### src/rtl/rv64g_l2_probe_ctrl.sv
// Per-request L2 coherence controller: reads one directory entry, probes the L1s
// that must give up or downgrade the line, gathers acks, then writes the entry back.
module rv64g_l2_probe_ctrl #(
  parameter  int SETS  = 256,
  parameter  int WAYS  = 16,
  parameter  int CORES = 4,
  localparam int SW    = $clog2(SETS),
  localparam int WW    = $clog2(WAYS),
  localparam int OID   = $clog2(CORES)
) (
  input  logic                  clk,
  input  logic                  rst_n,
  input  logic                  req_valid_i,
  output logic                  req_ready_o,
  input  logic [SW-1:0]         req_set_i,
  input  logic [WW-1:0]         req_way_i,
  input  logic [OID-1:0]        req_core_i,
  input  logic                  req_excl_i,
  output logic [SW-1:0]         dir_rd_set_o,
  input  logic [WAYS-1:0]       dir_rd_valid_i,
  input  logic [WAYS*CORES-1:0] dir_rd_sharers_i,
  input  logic [WAYS-1:0]       dir_rd_owner_valid_i,
  input  logic [WAYS*OID-1:0]   dir_rd_owner_id_i,
  input  logic [WAYS-1:0]       dir_rd_dirty_i,
  output logic                  dir_we_o,
  output logic [SW-1:0]         dir_wr_set_o,
  output logic [WW-1:0]         dir_wr_way_o,
  output logic                  dir_wr_valid_o,
  output logic [CORES-1:0]      dir_wr_sharers_o,
  output logic                  dir_wr_owner_valid_o,
  output logic [OID-1:0]        dir_wr_owner_id_o,
  output logic                  dir_wr_dirty_o,
  output logic                  probe_valid_o,
  input  logic                  probe_ready_i,
  output logic [OID-1:0]        probe_core_o,
  output logic                  probe_toN_o,
  input  logic                  ack_valid_i,
  input  logic [OID-1:0]        ack_core_i,
  input  logic                  ack_dirty_i,
  output logic                  done_o,
  output logic                  done_dirty_o,
  output logic                  busy_o
);

  typedef enum logic [1:0] {IDLE, LOOKUP, PROBE, UPDATE} state_t;

  localparam logic [CORES-1:0] ONE = CORES'(1);

  state_t state_q, state_d;

  logic [SW-1:0]    set_q;
  logic [WW-1:0]    way_q;
  logic [OID-1:0]   core_q;
  logic             excl_q;
  logic             e_valid_q, e_owner_valid_q, e_dirty_q;
  logic [CORES-1:0] e_sharers_q;
  logic [OID-1:0]   e_owner_id_q;
  logic [CORES-1:0] p_q, m_q;
  logic             d_q, ton_q;

  logic             sel_valid, sel_owner_valid, sel_dirty;
  logic [CORES-1:0] sel_sharers, sel_oh, e_oh, rq, p_init, p_next, m_next;
  logic [OID-1:0]   sel_owner_id, low_idx;
  logic             probe_fire, ack_hit, d_next;

  assign sel_valid       = dir_rd_valid_i[way_q];
  assign sel_owner_valid = dir_rd_owner_valid_i[way_q];
  assign sel_dirty       = dir_rd_dirty_i[way_q];
  assign sel_sharers     = dir_rd_sharers_i[way_q*CORES +: CORES];
  assign sel_owner_id    = dir_rd_owner_id_i[way_q*OID +: OID];

  assign rq     = ONE << core_q;
  assign sel_oh = ONE << sel_owner_id;
  assign e_oh   = ONE << e_owner_id_q;

  assign dir_rd_set_o = set_q;

  always_comb begin
    p_init = '0;
    if (sel_valid) begin
      if (excl_q) begin
        p_init = (sel_owner_valid ? sel_oh : sel_sharers) & ~rq;
      end else if (sel_owner_valid && (sel_owner_id != core_q)) begin
        p_init = sel_oh;
      end
    end
  end

  // Probes go out lowest core first; the pending-probe mask only shrinks on a handshake
  always_comb begin
    low_idx = '0;
    for (int i = CORES - 1; i >= 0; i--) begin
      if (p_q[i]) low_idx = OID'(i);
    end
  end

  assign probe_fire = (state_q == PROBE) && (p_q != '0) && probe_ready_i;
  assign ack_hit    = (state_q == PROBE) && ack_valid_i && m_q[ack_core_i];
  assign p_next     = p_q & ~(probe_fire ? (ONE << low_idx) : '0);
  assign m_next     = m_q & ~(ack_hit ? (ONE << ack_core_i) : '0);
  assign d_next     = d_q | (ack_hit & ack_dirty_i);

  always_ff @(posedge clk) begin
    if (!rst_n) state_q <= IDLE;
    else        state_q <= state_d;
  end

  always_comb begin
    state_d = state_q;
    case (state_q)
      IDLE:    if (req_valid_i) state_d = LOOKUP;
      LOOKUP:  state_d = (p_init != '0) ? PROBE : UPDATE;
      PROBE:   if ((p_next == '0) && (m_next == '0)) state_d = UPDATE;
      UPDATE:  state_d = IDLE;
      default: state_d = IDLE;
    endcase
  end

  always_ff @(posedge clk) begin
    if (!rst_n) begin
      set_q           <= '0;
      way_q           <= '0;
      core_q          <= '0;
      excl_q          <= 1'b0;
      e_valid_q       <= 1'b0;
      e_owner_valid_q <= 1'b0;
      e_dirty_q       <= 1'b0;
      e_sharers_q     <= '0;
      e_owner_id_q    <= '0;
      p_q             <= '0;
      m_q             <= '0;
      d_q             <= 1'b0;
      ton_q           <= 1'b0;
    end else begin
      case (state_q)
        IDLE: begin
          if (req_valid_i) begin
            set_q  <= req_set_i;
            way_q  <= req_way_i;
            core_q <= req_core_i;
            excl_q <= req_excl_i;
          end
        end
        LOOKUP: begin
          e_valid_q       <= sel_valid;
          e_owner_valid_q <= sel_owner_valid;
          e_dirty_q       <= sel_dirty;
          e_sharers_q     <= sel_sharers;
          e_owner_id_q    <= sel_owner_id;
          p_q             <= p_init;
          m_q             <= p_init;
          d_q             <= sel_valid & sel_dirty;
          ton_q           <= excl_q;
        end
        PROBE: begin
          p_q <= p_next;
          m_q <= m_next;
          d_q <= d_next;
        end
        default: ;
      endcase
    end
  end

  // Strobes are masked while rst_n is low so an abandoned request never writes or completes
  always_comb begin
    req_ready_o          = (state_q == IDLE);
    busy_o               = (state_q != IDLE);
    probe_valid_o        = 1'b0;
    probe_core_o         = '0;
    probe_toN_o          = 1'b0;
    dir_we_o             = 1'b0;
    done_o               = 1'b0;
    done_dirty_o         = 1'b0;
    dir_wr_set_o         = '0;
    dir_wr_way_o         = '0;
    dir_wr_valid_o       = 1'b0;
    dir_wr_sharers_o     = '0;
    dir_wr_owner_valid_o = 1'b0;
    dir_wr_owner_id_o    = '0;
    dir_wr_dirty_o       = 1'b0;
    if (state_q == PROBE && p_q != '0) begin
      probe_valid_o = rst_n;
      probe_core_o  = low_idx;
      probe_toN_o   = ton_q;
    end
    if (state_q == UPDATE) begin
      dir_we_o     = rst_n;
      done_o       = rst_n;
      done_dirty_o = d_q;
      dir_wr_set_o = set_q;
      dir_wr_way_o = way_q;
      if (excl_q) begin
        dir_wr_valid_o       = 1'b1;
        dir_wr_owner_valid_o = 1'b1;
        dir_wr_owner_id_o    = core_q;
      end else if (e_owner_valid_q && (e_owner_id_q == core_q)) begin
        dir_wr_valid_o       = e_valid_q;
        dir_wr_sharers_o     = e_sharers_q;
        dir_wr_owner_valid_o = e_owner_valid_q;
        dir_wr_owner_id_o    = e_owner_id_q;
        dir_wr_dirty_o       = e_dirty_q;
      end else begin
        dir_wr_valid_o   = 1'b1;
        dir_wr_sharers_o = rq | (e_valid_q ? (e_owner_valid_q ? e_oh : e_sharers_q) : '0);
      end
    end
  end

endmodule

### config.mk
export PLATFORM = sky130hd
export DESIGN_NAME = rv64g_l2_probe_ctrl
export DESIGN_NICKNAME = d
export VERILOG_FILES = /design/src/rtl/rv64g_l2_probe_ctrl.sv
export SDC_FILE = /design/constraint.sdc
export NUM_CORES = 1
export LEC_CHECK = 0
export BUFFER_PORTS_ARGS = -buffer_cell sky130_fd_sc_hd__buf_2
export CAP_MARGIN = 20
export CORE_AREA = 2 2 78 117
export CTS_CLUSTER_DIAMETER = 50
export DETAILED_ROUTE_END_ITERATION = 8
export DIE_AREA = 0 0 80 119
export GPL_ROUTABILITY_DRIVEN = 0
export PLACE_DENSITY = 0.76
export SYNTH_ARGS = -nofsm -noshare
export SYNTH_HDL_FRONTEND = slang
export SYNTH_SLANG_ARGS = --single-unit
### constraint.sdc
create_clock -name clk -period 2.4 [get_ports clk]
set_input_delay 0.48 -clock clk [delete_from_list [all_inputs] [get_ports clk]]
set_output_delay 0.48 -clock clk [all_outputs]
set_load 0.03 [all_outputs]
==> results of run 1 <==
[per-layer routing]
metal | up-vias | global-route usage | routed length, um
li1 | 1769 | - | -
met1 | 1716 | 0.250 | 3990
met2 | 178 | 0.432 | 6020
met3 | 31 | 0.0364 | 645
met4 | 0 | 0.104 | 404
met5 | - | 0 | 0
[timing repair]
action                     4_1_cts  5_1_grt
setup endpoints to repair        8       14
pin swaps                        4        5
setup buffers                    8        2
gates resized for setup         13       24
[Yosys cell counts, drive strengths merged, types with 3 or more instances]
| library cell | number |
|---|---|
| a221oi | 3 |
| nor2b | 6 |
| and2 | 16 |
| mux4 | 36 |
| nand2 | 59 |
| ha | 4 |
| mux2i | 20 |
| o22ai | 3 |
| o21a | 4 |
| nand3 | 8 |
| o21ai | 17 |
| mux2 | 8 |
| buf | 13 |
| a211oi | 11 |
| nand2b | 4 |
| inv | 19 |
| nor2 | 27 |
| dfxtp | 36 |
| clkbuf | 11 |
| a21oi | 31 |
[power groups by stage]
stage               registers (mW)  logic (mW)  clock network, mW
floorplan                    0.900        1.39                  0
global placement             0.905        1.96                  0
detailed placement           0.918        2.00                  0
CTS                          0.904        2.12              0.744
global route                 0.932        2.45              0.771
finish                       0.911        2.25              0.738
[per-stage QoR]
stage          power, mW  setup TNS [ns]
6_report            3.89         -0.0145
4_1_cts             3.77         -0.0454
3_5_place_dp        2.92          -0.633
3_3_place_gp        2.86          -0.194
5_1_grt             4.15          -0.555
2_1_floorplan       2.29               0
[final cells by class]
class | instances | area share
Clock inverter | 2 | 0.00721
Sequential cell | 36 | 0.149
Tap cell | 110 | 0.0283
Multi-Input combinational cell | 283 | 0.499
Clock buffer | 6 | 0.0265
Inverter | 19 | 0.0147
Timing Repair Buffer | 240 | 0.275
[state kept, by name (all words and copies together), names as in the netlist]
register and cells:
e_valid_q 1, e_sharers_q 4, m_q 4, p_q 4
e_owner_valid_q 1, e_dirty_q 1, dir_rd_set_o 8, excl_q 1
way_q 4, core_q 2, ton_q 1, d_q 1
state_q 2, e_owner_id_q 2
[worst max-delay path: stages (launching register included)]
cell and delay [ns]:
dfxtp_4 0.41, buf_4 0.16, mux4_2 0.50, mux2_4 0.29, o21ai_4 0.18, buf_6 0.16, nand3_2 0.10, a211oi_4 0.31
or3_1 0.14, o2bb2ai_1 0.05
[worst max path at each step]
stage,start,to,depth (start not counted)
2_1_floorplan,way_q[1],state_q[0],8
4_1_cts,way_q[1],m_q[0],8
3_3_place_gp,dir_rd_owner_id_i[5],state_q[0],8
5_1_grt,way_q[1],m_q[1],10
6_report,way_q[1],state_q[0],9
3_5_place_dp,way_q[1],m_q[0],8
[cell families (layout without fill, tap and decap cells)]
kind of cell,count (synthesis),in the layout,share of synthesized area
adders and majority gates,5,5,0.0185
xor gates and xnor gates,2,2,0.00540
DFF,36,36,0.222
AOI/OAI and AO/OA,82,82,0.160
muxes,64,64,0.354
buffers and inverters,43,267,0.0571
and+or+nand+nor,130,130,0.183
==> run_results.csv, run 1 <==
group,metric,value,unit
status,outcome,"finished with violations",
status,violations,"negative setup slack",
clock_network,hold_buffers,0,
sta,fin_worst_skew,0.00804,ns
logic_synthesis,async_flop_share,0,
place,dp_hpwl,8960,um
logic_synthesis,yosysWarnings,0,
drt,avgViaCountPerCell,5.31,
place,place_ws,-0.127,ns
logic_synthesis,syn-num-nets,533,
global_routing,grt_antenna_before_repair,0,
sta,hold_ws,0.426,ns
drt,drtIter0Drc,216,
final_layout,multi_input_area,2420,um2
logic_synthesis,syn-instance-count,362,
global_routing,first_global_vias,3797,
critical_path,rrSetupSlack,-0.01,ns
place,dp_cells,678,
sta,finalWorstSetupSlack,-0.0145,ns
sta,maxSlewViolCount,0,
logic_synthesis,yosys-top-cells-area,"dfxtp_1 22%, mux4_2 17%, mux4_1 8.9%",
power,p_leak,2.16,nW
floorplan,rows,42,
logic_synthesis,synthesis.area,3240,um2
clock_network,clk_pin_slew,0.06,ns
global_routing,grt.total_usage,0.232,
critical_path,cp.required,2.57,ns
logic_synthesis,ys_seq_area_frac,0.222,
place,io_buffers,204,
final_layout,n_fill_cell,789,
clock_network,clock-sinks,36,
power,sequentialPowerShare,0.234,
power,net-switching-power,1.60,mW
final_layout,area_growth,49.8,%
sta,tightest_slew,0.523,ns
final_layout,fin_area,4860,um2
clock_network,numCtsBuffers,5,
final_layout,final_cell_mix,"204 x buf_2, 58 x nand2_1, 34 x dfxtp_1, 30 x mux4_2, 30 x buf_4",
power,switching_share,0.410,
clock_network,cts_buffer_depth,2,
drt,wl_per_cell,15.9,um
final_layout,final_common_cell,"buf_2",
clock_network,root_buffer,"clkbuf_16",
hold_path,holdPathEnd,"way_q[0]",
clock_network,cts_tree,"yes",
drt,vias,3694,
global_routing,grt_overflow,0,
power,p_int,2.30,mW
flow_run,maxCapViolations,0,
logic_synthesis,synth-seq-cells,36,
sta,rsz0062_at_grt,"true",
critical_path,worstSetupPathType,"register to register",
hold_path,hold_depth,3,
critical_path,crit_path_max_fanout,8,
power,vdd_drop_max,0.437,mV
final_layout,seq_area,726,um2
logic_synthesis,synth-main-ff-cell,"dfxtp_1",
global_routing,grt_pass1_wl,17500,um
sta,max_slew_margin,0.651,
hold_path,worstHoldStart,"req_way_i[0]",
floorplan,initial_core_util,0.376,
sta,fin_crit,2.41,ns
floorplan,die_area,9520,um2
final_layout,drive_above_1_share,0.531,
sta,fmax,414,MHz
drt,wl,11100,um
final_layout,nets,756,
final_layout,utilization,0.563,
sta,period_share,1.01,
sta,final_hold_viol_count,0,
drt,ant_nets,0,
logic_synthesis,yosys.area.top_type,"dfxtp_1",
logic_synthesis,synthDistinctLibCells,47,
global_routing,grt_max_degree,33,
floorplan,die_w,80,um
power,p_clk_frac,0.190,
sta,finalSetupViolCount,1,
hold_path,hold_class,"input pin to register",
drt,drtPass1Iterations,4,
floorplan,pin_count,205,
logic_synthesis,syn_avg_cell_area,8.96,um2
critical_path,end_kind,"register",
critical_path,crit_arrival,2.59,ns
final_layout,layout.cells.non_filler,696,
critical_path,critical_path.reg2reg.endpoint,"state_q[0]",
final_layout,diodes,0,
power,p_comb_frac,0.577,
drt,post-route-drc-count,0,
floorplan,core_area,8620,um2
clock_network,h-tree-depth,2,
critical_path,rr_startpoint,"way_q[1]",
floorplan,die_h,119,um
place,post_dp_cell_area,4500,um2
clock_network,clock_latency,0.28,ns
logic_synthesis,synth_edf_count,0,
critical_path,start_kind,"register",
logic_synthesis,yosysTopAreaCellShare,0.222,
critical_path,reg2reg_depth,9,
power,power.density,802,nW/um2
No activity file was read; power rests on OpenSTA's default activity.
==> run 2: changes to the inputs <==
--- a/config.mk
+++ b/config.mk
@@ -13,6 +13,7 @@
 export DIE_AREA = 0 0 80 119
 export GPL_ROUTABILITY_DRIVEN = 0
 export PLACE_DENSITY = 0.76
+export SETUP_SLACK_MARGIN = 0.2
 export SYNTH_ARGS = -nofsm -noshare
 export SYNTH_HDL_FRONTEND = slang
 export SYNTH_SLANG_ARGS = --single-unit
==> run_results.csv, run 2 (synthesis results as in run 1) <==
group,metric,value,unit
status,outcome,"finished with violations",
status,violations,"negative setup slack",
critical_path,start_kind,"register",
power,vdd_drop_max,0.493,mV
clock_network,cts_tree,"yes",
floorplan,initial_core_util,0.376,
power,p_comb_frac,0.585,
global_routing,grt_antenna_before_repair,0,
critical_path,crit_arrival,2.64,ns
power,p_int,2.39,mW
clock_network,numCtsBuffers,5,
critical_path,crit_path_max_fanout,8,
final_layout,nets,757,
place,io_buffers,204,
final_layout,drive_above_1_share,0.549,
place,dp_cells,673,
drt,wl_per_cell,16.0,um
power,p_leak,2.21,nW
global_routing,grt_max_degree,33,
drt,post-route-drc-count,0,
drt,drtPass1Iterations,4,
final_layout,largest_reg_flops,8,
drt,drtIter0Drc,314,
sta,fin_setup_tns,-0.0395,ns
floorplan,die_h,119,um
hold_path,hold_class,"input pin to register",
clock_network,root_buffer,"clkbuf_16",
final_layout,n_fill_cell,763,
sta,rsz0062_at_grt,"true",
power,power.density,809,nW/um2
hold_path,holdPathEnd,"way_q[0]",
sta,finalWorstSetupSlack,-0.0246,ns
sta,final_hold_viol_count,0,
global_routing,first_global_vias,3637,
power,finalPower,4.05,mW
critical_path,rrSetupSlack,-0.02,ns
flow_run,maxCapViolations,0,
clock_network,cts_buffer_depth,2,
floorplan,rows,42,
drt,wl,11200,um
final_layout,layout.cells.non_filler,697,
global_routing,grt_pass1_wl,17300,um
sta,finalSetupViolCount,2,
sta,max_slew_margin,0.668,
sta,fmax,412,MHz
clock_network,clk_pin_slew,0.05,ns
global_routing,grt.total_usage,0.228,
critical_path,critical_path.reg2reg.endpoint,"m_q[0]",
clock_network,clock-sinks,36,
critical_path,reg2reg_depth,8,
final_layout,area_growth,54.4,%
critical_path,end_kind,"register",
power,net-switching-power,1.67,mW
critical_path,worstSetupPathType,"register to register",
hold_path,hold_depth,3,
final_layout,diodes,0,
critical_path,cp-startpoint,"way_q[1]",
final_layout,final_cell_mix,"200 x buf_2, 59 x nand2_1, 33 x mux4_2",
drt,avgViaCountPerCell,5.33,
sta,fin_worst_skew,0.00449,ns
sta,period_share,1.01,
drt,vias,3715,
power,p_clk_frac,0.182,
critical_path,cp.required,2.61,ns
clock_network,clock_latency,0.28,ns
final_layout,final_common_cell,"buf_2",
sta,fin_crit,2.42,ns
power,switching_share,0.411,
power,sequentialPowerShare,0.233,
floorplan,pin_count,205,
floorplan,core_area,8620,um2
place,dp_hpwl,8570,um
sta,hold_ws,0.433,ns
floorplan,die_w,80,um
global_routing,grt_overflow,0,
sta,tightest_slew,0.497,ns
hold_path,worstHoldStart,"req_way_i[0]",
clock_network,h-tree-depth,2,
critical_path,rr_startpoint,"way_q[1]",
sta,maxSlewViolCount,0,
drt,ant_nets,0,
floorplan,die_area,9520,um2
run 2: cell count changes in the layout (fill, tap and decap cells not counted), moves of 3 or more:
| cell | before | now |
|---|---|---|
| buf_2 | 204 | 200 |
| mux2i_1 | 14 | 17 |
| buf_12 | 2 | 6 |
| mux4_2 | 30 | 33 |
| dfxtp_2 | 1 | 5 |
| dfxtp_1 | 34 | 28 |
| mux4_1 | 6 | 3 |
| mux2i_2 | 5 | 1 |
| buf_6 | 3 | 6 |
run 2: timing repair:
action,CTS,global route
pin swaps,10,8
cloned,1,0
setup buffers,8,7
hold buffers,0,0
gates resized for setup,33,38
setup endpoints to repair,18,19
run 2: how the worst max path moves through the flow:
stage                             to  slack (ns)  cells after the start
after global routing          m_q[0]       -0.16                      9
after detailed placement      p_q[0]       -0.08                      8
after global placement    state_q[0]       -0.03                      8
after CTS                     p_q[0]       -0.03                      9
final                         m_q[0]       -0.02                      8
after floorplan           state_q[0]        0.11                      8
run 2: critical path, cell delays in order (launching register included):
cell	delay [ns]
dfxtp_2	0.33
buf_12	0.13
mux4_2	0.49
mux2_4	0.29
mux2i_2	0.16
or3b_1	0.38
a211oi_2	0.28
nand2_1	0.13
a21oi_1	0.15
run 2: final cells by class:
type | instances | area (um2) | area share
Multi-Input combinational cell | 284 | 2500 | 0.499
Inverter | 19 | 71.3 | 0.0142
Clock buffer | 6 | 129 | 0.0257
Clock inverter | 2 | 35.0 | 0.00700
Timing Repair Buffer | 240 | 1400 | 0.279
Sequential cell | 36 | 738 | 0.147
Tap cell | 110 | 138 | 0.0275
run 2: power groups by stage:
stage                     clock, mW  sequential (mW)  combinational, mW
final                         0.737            0.945               2.37
after global routing          0.770            0.970               2.58
after CTS                     0.745            0.914               2.17
after detailed placement          0            0.915               1.98
after global placement            0            0.903               1.95
after floorplan                   0            0.900               1.40
run 2: metal layers:
metal,GRT usage,up-vias,part of all wire
met5,0,-,0
met4,0.0667,0,0.013
met3,0.0432,17,0.070
met2,0.419,179,0.55
met1,0.261,1741,0.36
li1,-,1778,-
run 2: per-stage QoR:
step / instance area [um2] / utilization / setup slack (ns)
floorplan: 3250 / - / 0.107
global placement: 4480 / 0.520 / -0.0289
detailed placement: 4480 / 0.520 / -0.0797
CTS: 4800 / 0.557 / -0.0260
global route: 5010 / 0.581 / -0.161
finish: 5010 / 0.581 / -0.0246
